## src/rtl/multdiv_issue_ctrl.sv

```systemverilog
// Execute-stage front end for the multdiv unit: latch one MULT/DIV, pulse start, wait for ready, emit one writeback.
// Latency: accept N, pulse N+1, ready sampled from N+3, writeback one cycle after ready; stalls upstream while busy.
module multdiv_issue_ctrl #(
   parameter int          TIMEOUT       = 64,
   parameter logic [4:0]  STATUS_REG    = 5'd30,
   parameter logic [31:0] MULT_EXC_CODE = 32'd4,
   parameter logic [31:0] DIV_EXC_CODE  = 32'd5
) (
   input  logic        clock,
   input  logic        reset_n,
   input  logic        issue_valid,
   input  logic        issue_is_mult,
   input  logic [31:0] issue_opA,
   input  logic [31:0] issue_opB,
   input  logic [4:0]  issue_rd,
   input  logic        flush,
   output logic        issue_ready,
   output logic        stall,
   output logic [31:0] md_operandA,
   output logic [31:0] md_operandB,
   output logic        md_ctrl_MULT,
   output logic        md_ctrl_DIV,
   input  logic [31:0] md_result,
   input  logic        md_exception,
   input  logic        md_resultRDY,
   output logic        wb_valid,
   output logic [4:0]  wb_rd,
   output logic [31:0] wb_data
);

   localparam int CW = $clog2(TIMEOUT + 1);

   typedef enum logic [1:0] {
      S_IDLE  = 2'd0,
      S_ISSUE = 2'd1,
      S_WAIT  = 2'd2,
      S_DONE  = 2'd3
   } state_t;

   state_t        state_q, state_d;
   logic [CW-1:0] cnt_q, cnt_d;
   logic [31:0]   opa_q, opb_q, res_q;
   logic [4:0]    rd_q;
   logic          is_mult_q, exc_q;
   logic          accept, capture, timeout;

   always_ff @(posedge clock or negedge reset_n) begin
      if (!reset_n) begin
         state_q <= S_IDLE;
         cnt_q   <= '0;
      end else begin
         state_q <= state_d;
         cnt_q   <= cnt_d;
      end
   end

   // Ready is ignored at count 0: the multdiv unit may still show ready from the previous op.
   always_comb begin
      state_d = state_q;
      cnt_d   = cnt_q;
      accept  = 1'b0;
      capture = 1'b0;
      timeout = 1'b0;
      case (state_q)
         S_IDLE: begin
            if (issue_valid && !flush) begin
               accept  = 1'b1;
               state_d = S_ISSUE;
            end
         end
         S_ISSUE: begin
            cnt_d   = '0;
            state_d = flush ? S_IDLE : S_WAIT;
         end
         S_WAIT: begin
            cnt_d = cnt_q + 1'b1;
            if (flush) begin
               state_d = S_IDLE;
            end else if ((cnt_q != '0) && md_resultRDY) begin
               capture = 1'b1;
               state_d = S_DONE;
            end else if (cnt_q == CW'(TIMEOUT - 1)) begin
               timeout = 1'b1;
               state_d = S_DONE;
            end
         end
         S_DONE: begin
            state_d = S_IDLE;
         end
         default: begin
            state_d = S_IDLE;
         end
      endcase
   end

   always_ff @(posedge clock or negedge reset_n) begin
      if (!reset_n) begin
         opa_q     <= '0;
         opb_q     <= '0;
         rd_q      <= '0;
         is_mult_q <= 1'b0;
         res_q     <= '0;
         exc_q     <= 1'b0;
      end else begin
         if (accept) begin
            opa_q     <= issue_opA;
            opb_q     <= issue_opB;
            rd_q      <= issue_rd;
            is_mult_q <= issue_is_mult;
            exc_q     <= 1'b0;
         end
         if (capture) begin
            res_q <= md_result;
            exc_q <= md_exception;
         end else if (timeout) begin
            res_q <= '0;
            exc_q <= 1'b1;
         end
      end
   end

   assign md_operandA = opa_q;
   assign md_operandB = opb_q;

   always_comb begin
      issue_ready  = (state_q == S_IDLE);
      stall        = ((state_q == S_IDLE) && issue_valid) ||
                     (state_q == S_ISSUE) || (state_q == S_WAIT);
      md_ctrl_MULT = (state_q == S_ISSUE) && is_mult_q;
      md_ctrl_DIV  = (state_q == S_ISSUE) && !is_mult_q;
      wb_valid     = 1'b0;
      wb_rd        = '0;
      wb_data      = '0;
      // A flush landing in the writeback cycle still kills the write.
      if ((state_q == S_DONE) && !flush) begin
         if (exc_q) begin
            wb_valid = 1'b1;
            wb_rd    = STATUS_REG;
            wb_data  = is_mult_q ? MULT_EXC_CODE : DIV_EXC_CODE;
         end else if (rd_q != '0) begin
            wb_valid = 1'b1;
            wb_rd    = rd_q;
            wb_data  = res_q;
         end
      end
   end

endmodule

```

## config.mk

```make
export PLATFORM = sky130hd
export DESIGN_NAME = multdiv_issue_ctrl
export DESIGN_NICKNAME = d
export VERILOG_FILES = /design/src/rtl/multdiv_issue_ctrl.sv
export SDC_FILE = /design/constraint.sdc
export NUM_CORES = 1
export LEC_CHECK = 0
export ABC_AREA = 1
export ABC_CLOCK_PERIOD_IN_PS = 1800
export CAP_MARGIN = 20
export CORE_MARGIN = 8
export CORE_UTILIZATION = 43
export DETAILED_ROUTE_END_ITERATION = 7
export GPL_TIMING_DRIVEN = 0
export HOLD_SLACK_MARGIN = 0.08
export PLACE_DENSITY = 0.86
export SETUP_SLACK_MARGIN = 0.1
export SLEW_MARGIN = 5
export SYNTH_ARGS = -nofsm -noshare
export SYNTH_HDL_FRONTEND = slang
export SYNTH_SLANG_ARGS = --single-unit
```

## constraint.sdc

```tcl
create_clock -name clock -period 1.8 [get_ports clock]
set_input_delay 0.36 -clock clock [delete_from_list [all_inputs] [get_ports clock]]
set_output_delay 0.36 -clock clock [all_outputs]
set_load 0.02 [all_outputs]
```

# Word-level counts from Yosys, hierarchy flattened
# Index checks and enable logic that the tools add are counted.
[word_totals]
elab_cells = 63
in_bits = 108
register_bits = 112
out_inout_bits = 106
[op_classes]
muxes = 31
n_eq_ne = 6
addsub = 1
n_reduce_logical = 17
[op_table]
columns = ["operator", "count"]
rows = [
  ["$mux 32", 5],
  ["$mux 1", 16],
  ["$mux 5", 3],
  ["$pmux 7 s2", 1],
  ["$mux 2", 5],
  ["$pmux 2 s4", 1],
  ["$add 7x1->7 const B", 1],
  ["$eq 7x6->1 const B", 1],
  ["$reduce_bool 7->1", 1],
  ["$logic_and 1x1->1", 6],
  ["$reduce_bool 5->1", 1],
  ["$eq 2x2->1 const B", 2],
  ["$ne 4x4->1 const B", 1],
  ["$reduce_bool 2->1", 2],
  ["$reduce_bool 3->1", 1],
  ["$eq 2x1->1 const B", 1],
  ["$logic_not 1->1", 2],
  ["$logic_not 2->1", 1],
  ["$logic_or 1x1->1", 2],
  ["$ne 2x1->1 const B", 1],
  ["$reduce_and 2->1", 1],
]

# Depth between registers and ports, before layout
# Gate-level depths: netlist of the first run.
[depth]
depth_word = 7
mapped_depth = 10
depth_no_buf = 10

# Worst setup path after synthesis of the first run
# No wires, ideal clock.
[synth_timing]
path_kind = "flip-flop to flip-flop"
start = "register state_q[0]"
end = "register opa_q[10], in the netlist md_operandA[10]"
setup_time_ns = 0.117
t_required_ns = 1.683
arrival_time_ns = 1.519
path_buffers = 2
slack_ns = 0.164
path_stages_with_launch = 10
synth_period_minus_slack_ns = 1.636
path_cell_list = "dfrtp_1 > inv_1 > ha_1 > nand2_1 > nor2_4 > inv_2 > buf_2 > buf_2 > nand2_1 > nand2_1"
[synth_via]
elab_chain_cells = 2
[synth_lines]
columns = ["item", "line", "text"]
rows = [
  ["start, declared", "40", "state_t state_q, state_d;"],
  ["start signal, assigned", "52", "state_q <= state_d;"],
  ["$logic_not 2->1", "-", ""],
  ["net issue_ready", "17", "output logic issue_ready,"],
  ["$mux 1", "64", "case (state_q)"],
  ["end signal, assigned", "106", "opa_q <= issue_opA;"],
  ["end, declared", "42", "logic [31:0] opa_q, opb_q, res_q;"],
]
# The timed path passes the listed nets, and every way through them passes these cells.
# A chain may end at the register's enable or synchronous reset.

# Worst setup path after layout of the first run
[layout_timing]
start = "register state_q[0]"
end = "output port wb_data[12]"
[layout_via]
elab_chain_cells = 3
[layout_lines]
columns = ["item", "line", "text"]
rows = [
  ["$eq 2x2->1", "135", "if ((state_q == S_DONE) && !flush) begin"],
  ["$logic_and 1x1->1", "135", ""],
  ["$mux 32", "135", ""],
  ["end, declared", "28", "output logic [31:0] wb_data"],
]
# No other way between the ends.

==> results of run 1 <==
worst register-to-register path, cell delays in order (launching register included):
cell and delay [ps]:
dfrtp_1 410, buf_6 130, buf_6 120, inv_6 60, ha_4 170, nand2_4 70, nor2_4 220, inv_4 90
clkbuf_16 180, clkbuf_16 160, nand2_2 60, nand2_2 40
cell usage after synthesis (all sizes together):
cell type	n
nand2	284
dfrtp	112
nand3	74
inv	55
buf	23
nor2	15
a21oi	9
nor3	8
o21ai	8
clkbuf	7
ha	6
a21boi	1
nand4	1
nor3b	1
o21bai	1
or2	1
per-stage QoR:
stage | std cells | power, mW
after floorplan | 606 | 6.36
final | 1021 | 12.0
after global routing | 1021 | 12.7
after global placement | 962 | 8.64
after detailed placement | 963 | 8.78
after CTS | 993 | 11.1
cell usage in the layout (no fill, tap or decap), drive strengths merged, types with 6 or more instances in the layout:
cell           instances
a21oi                  9
buf                  101
clkbuf                23
clkdlybuf4s50        105
dfrtp                112
dlygate4sd2           15
dlymetal6s2s          50
ha                     6
inv                   55
nand2                284
nand3                 75
nor2                  15
nor3                   8
o21ai                  8
sequential cells by signal (all words and copies together), names as in the netlist:
register     flops
cnt_q            7
exc_q            1
is_mult_q        1
md_operandA     32
md_operandB     32
rd_q             5
res_q           32
state_q          2
cell type report:
type	count	area (um^2)	area share
Multi-Input combinational cell	410	2310	0.255
Timing Repair inverter	1	8.76	0.000967
Clock inverter	5	40.0	0.00442
Timing Repair Buffer	256	2880	0.318
Buffer	28	344	0.0380
Sequential cell	112	2800	0.309
Clock buffer	11	253	0.0279
Inverter	55	239	0.0264
Tap cell	143	179	0.0197
what timing repair did:
item                                   4_1_cts  5_1_grt
buffers inserted                            10       15
hold buffers                                 1        0
setup endpoints to repair                   77      166
endpoints found under the hold margin       23        0
gates cloned                                 3       15
pin swaps                                    6       24
gates resized for setup                    349      238
worst paths after layout:
check | start | to | slack, ps
worst max-delay path | state_q[0] | wb_data[12] | -230
worst min-delay path | reset_n | md_operandA[8] | 430
worst max register to register | state_q[0] | md_operandA[16] | 10
worst min register to register | md_operandB[18] | md_operandB[18] | 470
max in group asynchronous | reset_n | exc_q | 660
min in group clock | md_operandB[18] | md_operandB[18] | 470
power by group:
part	switching, mW	leakage [nW]	internal, mW
Combinational	3.11	3.51	2.77
Clock	0.916	0.134	1.02
Sequential	0.740	1.45	3.49
Total	4.76	5.09	7.28
metal layers:
layer  vias to the layer above  share of wire  track usage
met5                         -              0            0
met4                         0          0.033       0.0873
met3                        39          0.077       0.0616
met2                       193           0.51        0.339
met1                      2386           0.38        0.224
li1                       2404              -            -
cells by family (layout without fill, tap and decap cells):
group                      count (synthesis)  count (layout)  synth area share
AOI/OAI and AO/OA                         19              19            0.0201
adders and majority gates                  6               6            0.0151
DFF                                      112             112             0.564
and+or+nand+nor                          384             385             0.322
buffers and inverters                     85             356            0.0793
==> flow_summary.json, run 1 <==
{
  "cts_num_sinks": 112,
  "fmax_mhz": 492,
  "antenna_found_initial": 0,
  "crit_family": "buffers and inverters",
  "num_io_pins": 214,
  "coreArea_um2": 11400,
  "pre_cts_ws_ps": -968,
  "dp_hpwl_um": 11200,
  "drv_cap": 0,
  "crit_slowest_cell": "dfrtp_1",
  "wl_per_cell_um": 16.9,
  "finalMaxSlewViolations": 0,
  "cp_num_cells": 8,
  "placed_cell_area_um2": 7310,
  "tritoncts": "done",
  "fin_worst_skew_ps": 5.82,
  "grt_max_degree": 90,
  "vdd_drop_max_mv": 1.08,
  "worstPathMaxFanout": 6,
  "layout.nets": 987,
  "finalSetupTns_ps": -6980,
  "synthTopCellsByArea": "dfrtp_1 (56%), nand2_1 (21%), nand3_1 (7.2%)",
  "ys_seq_area_frac": 0.564,
  "layout_setup_ws_ps": -233,
  "crit_chain": "ha_2, nand2_4, nor2_4, buf_12, buf_8, nand3_2, inv_2, buf_6",
  "yosysWarningCount": 0,
  "crit_required_ps": 1440,
  "area.growth.synth_to_final_pct": 82.3,
  "clock-root-buffer": "clkbuf_16",
  "layout-drive-gt1-share": 0.320,
  "clk_transition_reported_paths_ps": 70,
  "ant_nets": 0,
  "die-width_um": 124,
  "wl_um": 17200,
  "yosys.area.top_type": "dfrtp_1",
  "synthCells": 606,
  "syn_area_per_cell_um2": 8.20,
  "reg2reg_depth": 11,
  "max_slew_margin": 0.702,
  "first_global_vias": 4773,
  "firstDrtPassIters": 4,
  "fp.dieH_um": 124,
  "drt-initial-drc-count": 431,
  "syn_area_um2": 4970,
  "grt_pass1_wl_um": 23800,
  "drc": 0,
  "rsz0062_at_grt": "true",
  "outcome": "finished with violations",
  "vias": 5022,
  "synth-seq-cells": 112,
  "fillers": 675,
  "synth_cell_types": 24,
  "setup_violations": 38,
  "powerDensity_nw_per_um2": 1330,
  "syn-num-nets": 720,
  "initial_core_util": 0.437,
  "worst_setup_path_start_kind": "flip-flop",
  "leakage_nw": 5.09,
  "io_buffers": 213,
  "fin_crit_ps": 2030,
  "cp.arrival_ps": 1670,
  "dieArea_um2": 15300,
  "rows": 39,
  "worstHoldPathType": "in -> async",
  "violations": "negative setup slack",
  "viasPerCell": 4.92,
  "clockBufferDepth": 2,
  "worst-setup-path-type": "reg -> out",
  "max_stage_delay_ps": 390,
  "tightest_slew_ps": 446,
  "hold_slack_ps": 429,
  "antenna_cells": 0,
  "postLayoutCellArea_um2": 9060,
  "track_usage": 0.198,
  "finalHoldViolCount": 0,
  "cp_num_buf_inv": 4,
  "final_util": 0.797,
  "clock_latency_ps": 350,
  "overflow": 0,
  "period_share": 1.13,
  "place.gp.congestion": 0.824,
  "synth_top_area_share": 0.564,
  "end_kind": "output port",
  "cts_buffers": 9,
  "htreeDepth": 3
}
Note: power is estimated with default switching activity, not from simulation.
==> inputs of run 2 (changes only) <==
--- a/config.mk
+++ b/config.mk
@@ -8,7 +8,6 @@
 export ABC_AREA = 1
 export ABC_CLOCK_PERIOD_IN_PS = 1800
 export CAP_MARGIN = 20
-export CORE_MARGIN = 8
 export CORE_UTILIZATION = 43
 export DETAILED_ROUTE_END_ITERATION = 7
 export GPL_TIMING_DRIVEN = 0
==> flow_summary.json, run 2 (same netlist as run 1, synthesis figures left out) <==
{
  "grt_pass1_wl_um": 21300,
  "powerDensity_nw_per_um2": 1320,
  "first_global_vias": 4506,
  "end_kind": "output port",
  "place.gp.congestion": 0.852,
  "worstPathMaxFanout": 5,
  "wl_per_cell_um": 15.7,
  "initial_core_util": 0.451,
  "period_share": 1.10,
  "p_comb_frac": 0.491,
  "wl_um": 16100,
  "power_frac_seq": 0.350,
  "htreeDepth": 3,
  "crit_slowest_cell": "dfrtp_1",
  "fp.dieH_um": 110,
  "track_usage": 0.231,
  "rsz0062_at_grt": "true",
  "fmax_mhz": 505,
  "cts_buffers": 9,
  "grt_max_degree": 86,
  "rows": 38,
  "num_io_pins": 214,
  "clockBufferDepth": 2,
  "tightest_slew_ps": 421,
  "drc": 0,
  "firstDrtPassIters": 4,
  "fin_worst_skew_ps": 6.36,
  "p_sw_mw": 4.42,
  "busiest_layer": "met2",
  "antenna_found_initial": 0,
  "outcome": "finished with violations",
  "antenna_cells": 0,
  "layout-drive-gt1-share": 0.251,
  "dieArea_um2": 12000,
  "setup_violations": 122,
  "max_stage_delay_ps": 410,
  "finalSetupTns_ps": -8620,
  "vdd_drop_max_mv": 0.901,
  "crit_chain": "ha_4, nand2_4, nor2_4, buf_6, buf_8, nand3_4, inv_2, buf_6",
  "worst-setup-path-type": "reg -> out",
  "layout_setup_ws_ps": -179,
  "fin_cells": 1021,
  "coreArea_um2": 11000,
  "fillers": 683,
  "layout_commonest_cell": "nand2_1",
  "placed_cells": 960,
  "dp_hpwl_um": 9610,
  "drt-initial-drc-count": 374,
  "p_clk_frac": 0.159,
  "finalMaxSlewViolations": 0,
  "final_cell_mix": "nand2_1 (270), clkdlybuf4s50_1 (133), dfrtp_1 (111)",
  "clk_transition_reported_paths_ps": 80,
  "leakage_nw": 4.87,
  "drv_cap": 0,
  "crit_required_ps": 1440,
  "die-width_um": 110,
  "vias": 5062,
  "max_slew_margin": 0.720,
  "met2_usage": 0.405,
  "worst_setup_path_start_kind": "flip-flop",
  "worstHoldPathType": "in -> async",
  "cp.arrival_ps": 1620,
  "cts_num_sinks": 112,
  "overflow": 0,
  "clock_latency_ps": 330,
  "finalHoldViolCount": 0,
  "use_met1": 0.277,
  "clock-root-buffer": "clkbuf_16",
  "tritoncts": "done",
  "fin_crit_ps": 1980,
  "layout.nets": 991,
  "ant_nets": 0,
  "io_buffers": 213,
  "crit_path_frequent_cell": "buf_6",
  "violations": "negative setup slack",
  "viasPerCell": 4.96,
  "swShare": 0.381,
  "met3_usage": 0.0533,
  "p_int_mw": 7.19,
  "area.growth.synth_to_final_pct": 77.0
}
## run 2: changes by cell type in the layout (fill, tap and decap cells not counted), moves of 2 or more
cell / delta
clkdlybuf4s50_1: +28
nand2_2: -45
nand2_4: -17
clkbuf_4: +2
clkinvlp_4: -2
nand2_1: +62
dlymetal6s2s_1: -14
nand3_4: -2
buf_4: +4
dlygate4sd2_1: -14
## run 2: area by class of cell
| cell class | count | area, um^2 | area share |
|---|---|---|---|
| buffer | 29 | 392 | 0.0445 |
| clock buffer | 10 | 229 | 0.0260 |
| clock inverter | 5 | 40.0 | 0.00455 |
| inverter | 55 | 230 | 0.0262 |
| multi-input combinational | 409 | 2070 | 0.235 |
| sequential | 112 | 2800 | 0.319 |
| tap | 140 | 175 | 0.0199 |
| timing repair buffer | 261 | 2860 | 0.325 |
## run 2: critical path, delay by kind of cell (launching register included)
family | cells | cell delay, ps
buf+inv | 4 | 450
flops | 1 | 410
simple gates | 3 | 250
fa+ha+maj | 1 | 160
## run 2: path summary, 6_finish.rpt
kind	to	start	cells after the start	slack (ps)
max	wb_data[25]	state_q[0]	8	-180
min	md_operandA[3]	reset_n	2	470
max reg2reg	res_q[24]	state_q[0]	12	-100
min reg2reg	md_operandA[3]	md_operandA[3]	2	470
max in group asynchronous	exc_q	reset_n	3	640
min in group clock	md_operandA[3]	md_operandA[3]	2	470
## run 2: routing by layer
| layer | part of all wire | up-vias |
|---|---|---|
| met5 | 0 | - |
| met4 | 0.029 | 0 |
| li1 | - | 2407 |
| met2 | 0.52 | 192 |
| met1 | 0.38 | 2425 |
| met3 | 0.068 | 38 |
## run 2: repair_timing
action                                  CTS  global route
gates resized for setup                 311           168
endpoints found under the hold margin    27             0
gates cloned                              3            13
endpoints found under the setup margin   91           178
buffers inserted                         14            18
pin swaps                                11            12
hold buffers                              1             0
## run 2: power groups by stage
stage                     Combinational (mW)  Clock [mW]  Sequential [mW]
final                                   5.70        1.85             4.06
after global placement                  4.55           0             4.03
after global routing                    6.14        1.99             4.18
after floorplan                         1.47           0             4.90
after CTS                               5.09        1.88             4.02
after detailed placement                4.64           0             4.05
## run 2: metrics by stage
step	total power [mW]	hold WS (ps)	utilization	worst slack, ps	cell area, um^2
6_report	11.6	466	0.798	-179	8800
4_1_cts	11.0	444	0.717	-182	7910
5_1_grt	12.3	480	0.798	-270	8800
3_5_place_dp	8.70	242	0.662	-940	7310
2_1_floorplan	6.36	64.4	-	164	4970
3_3_place_gp	8.57	453	0.660	-3890	7280
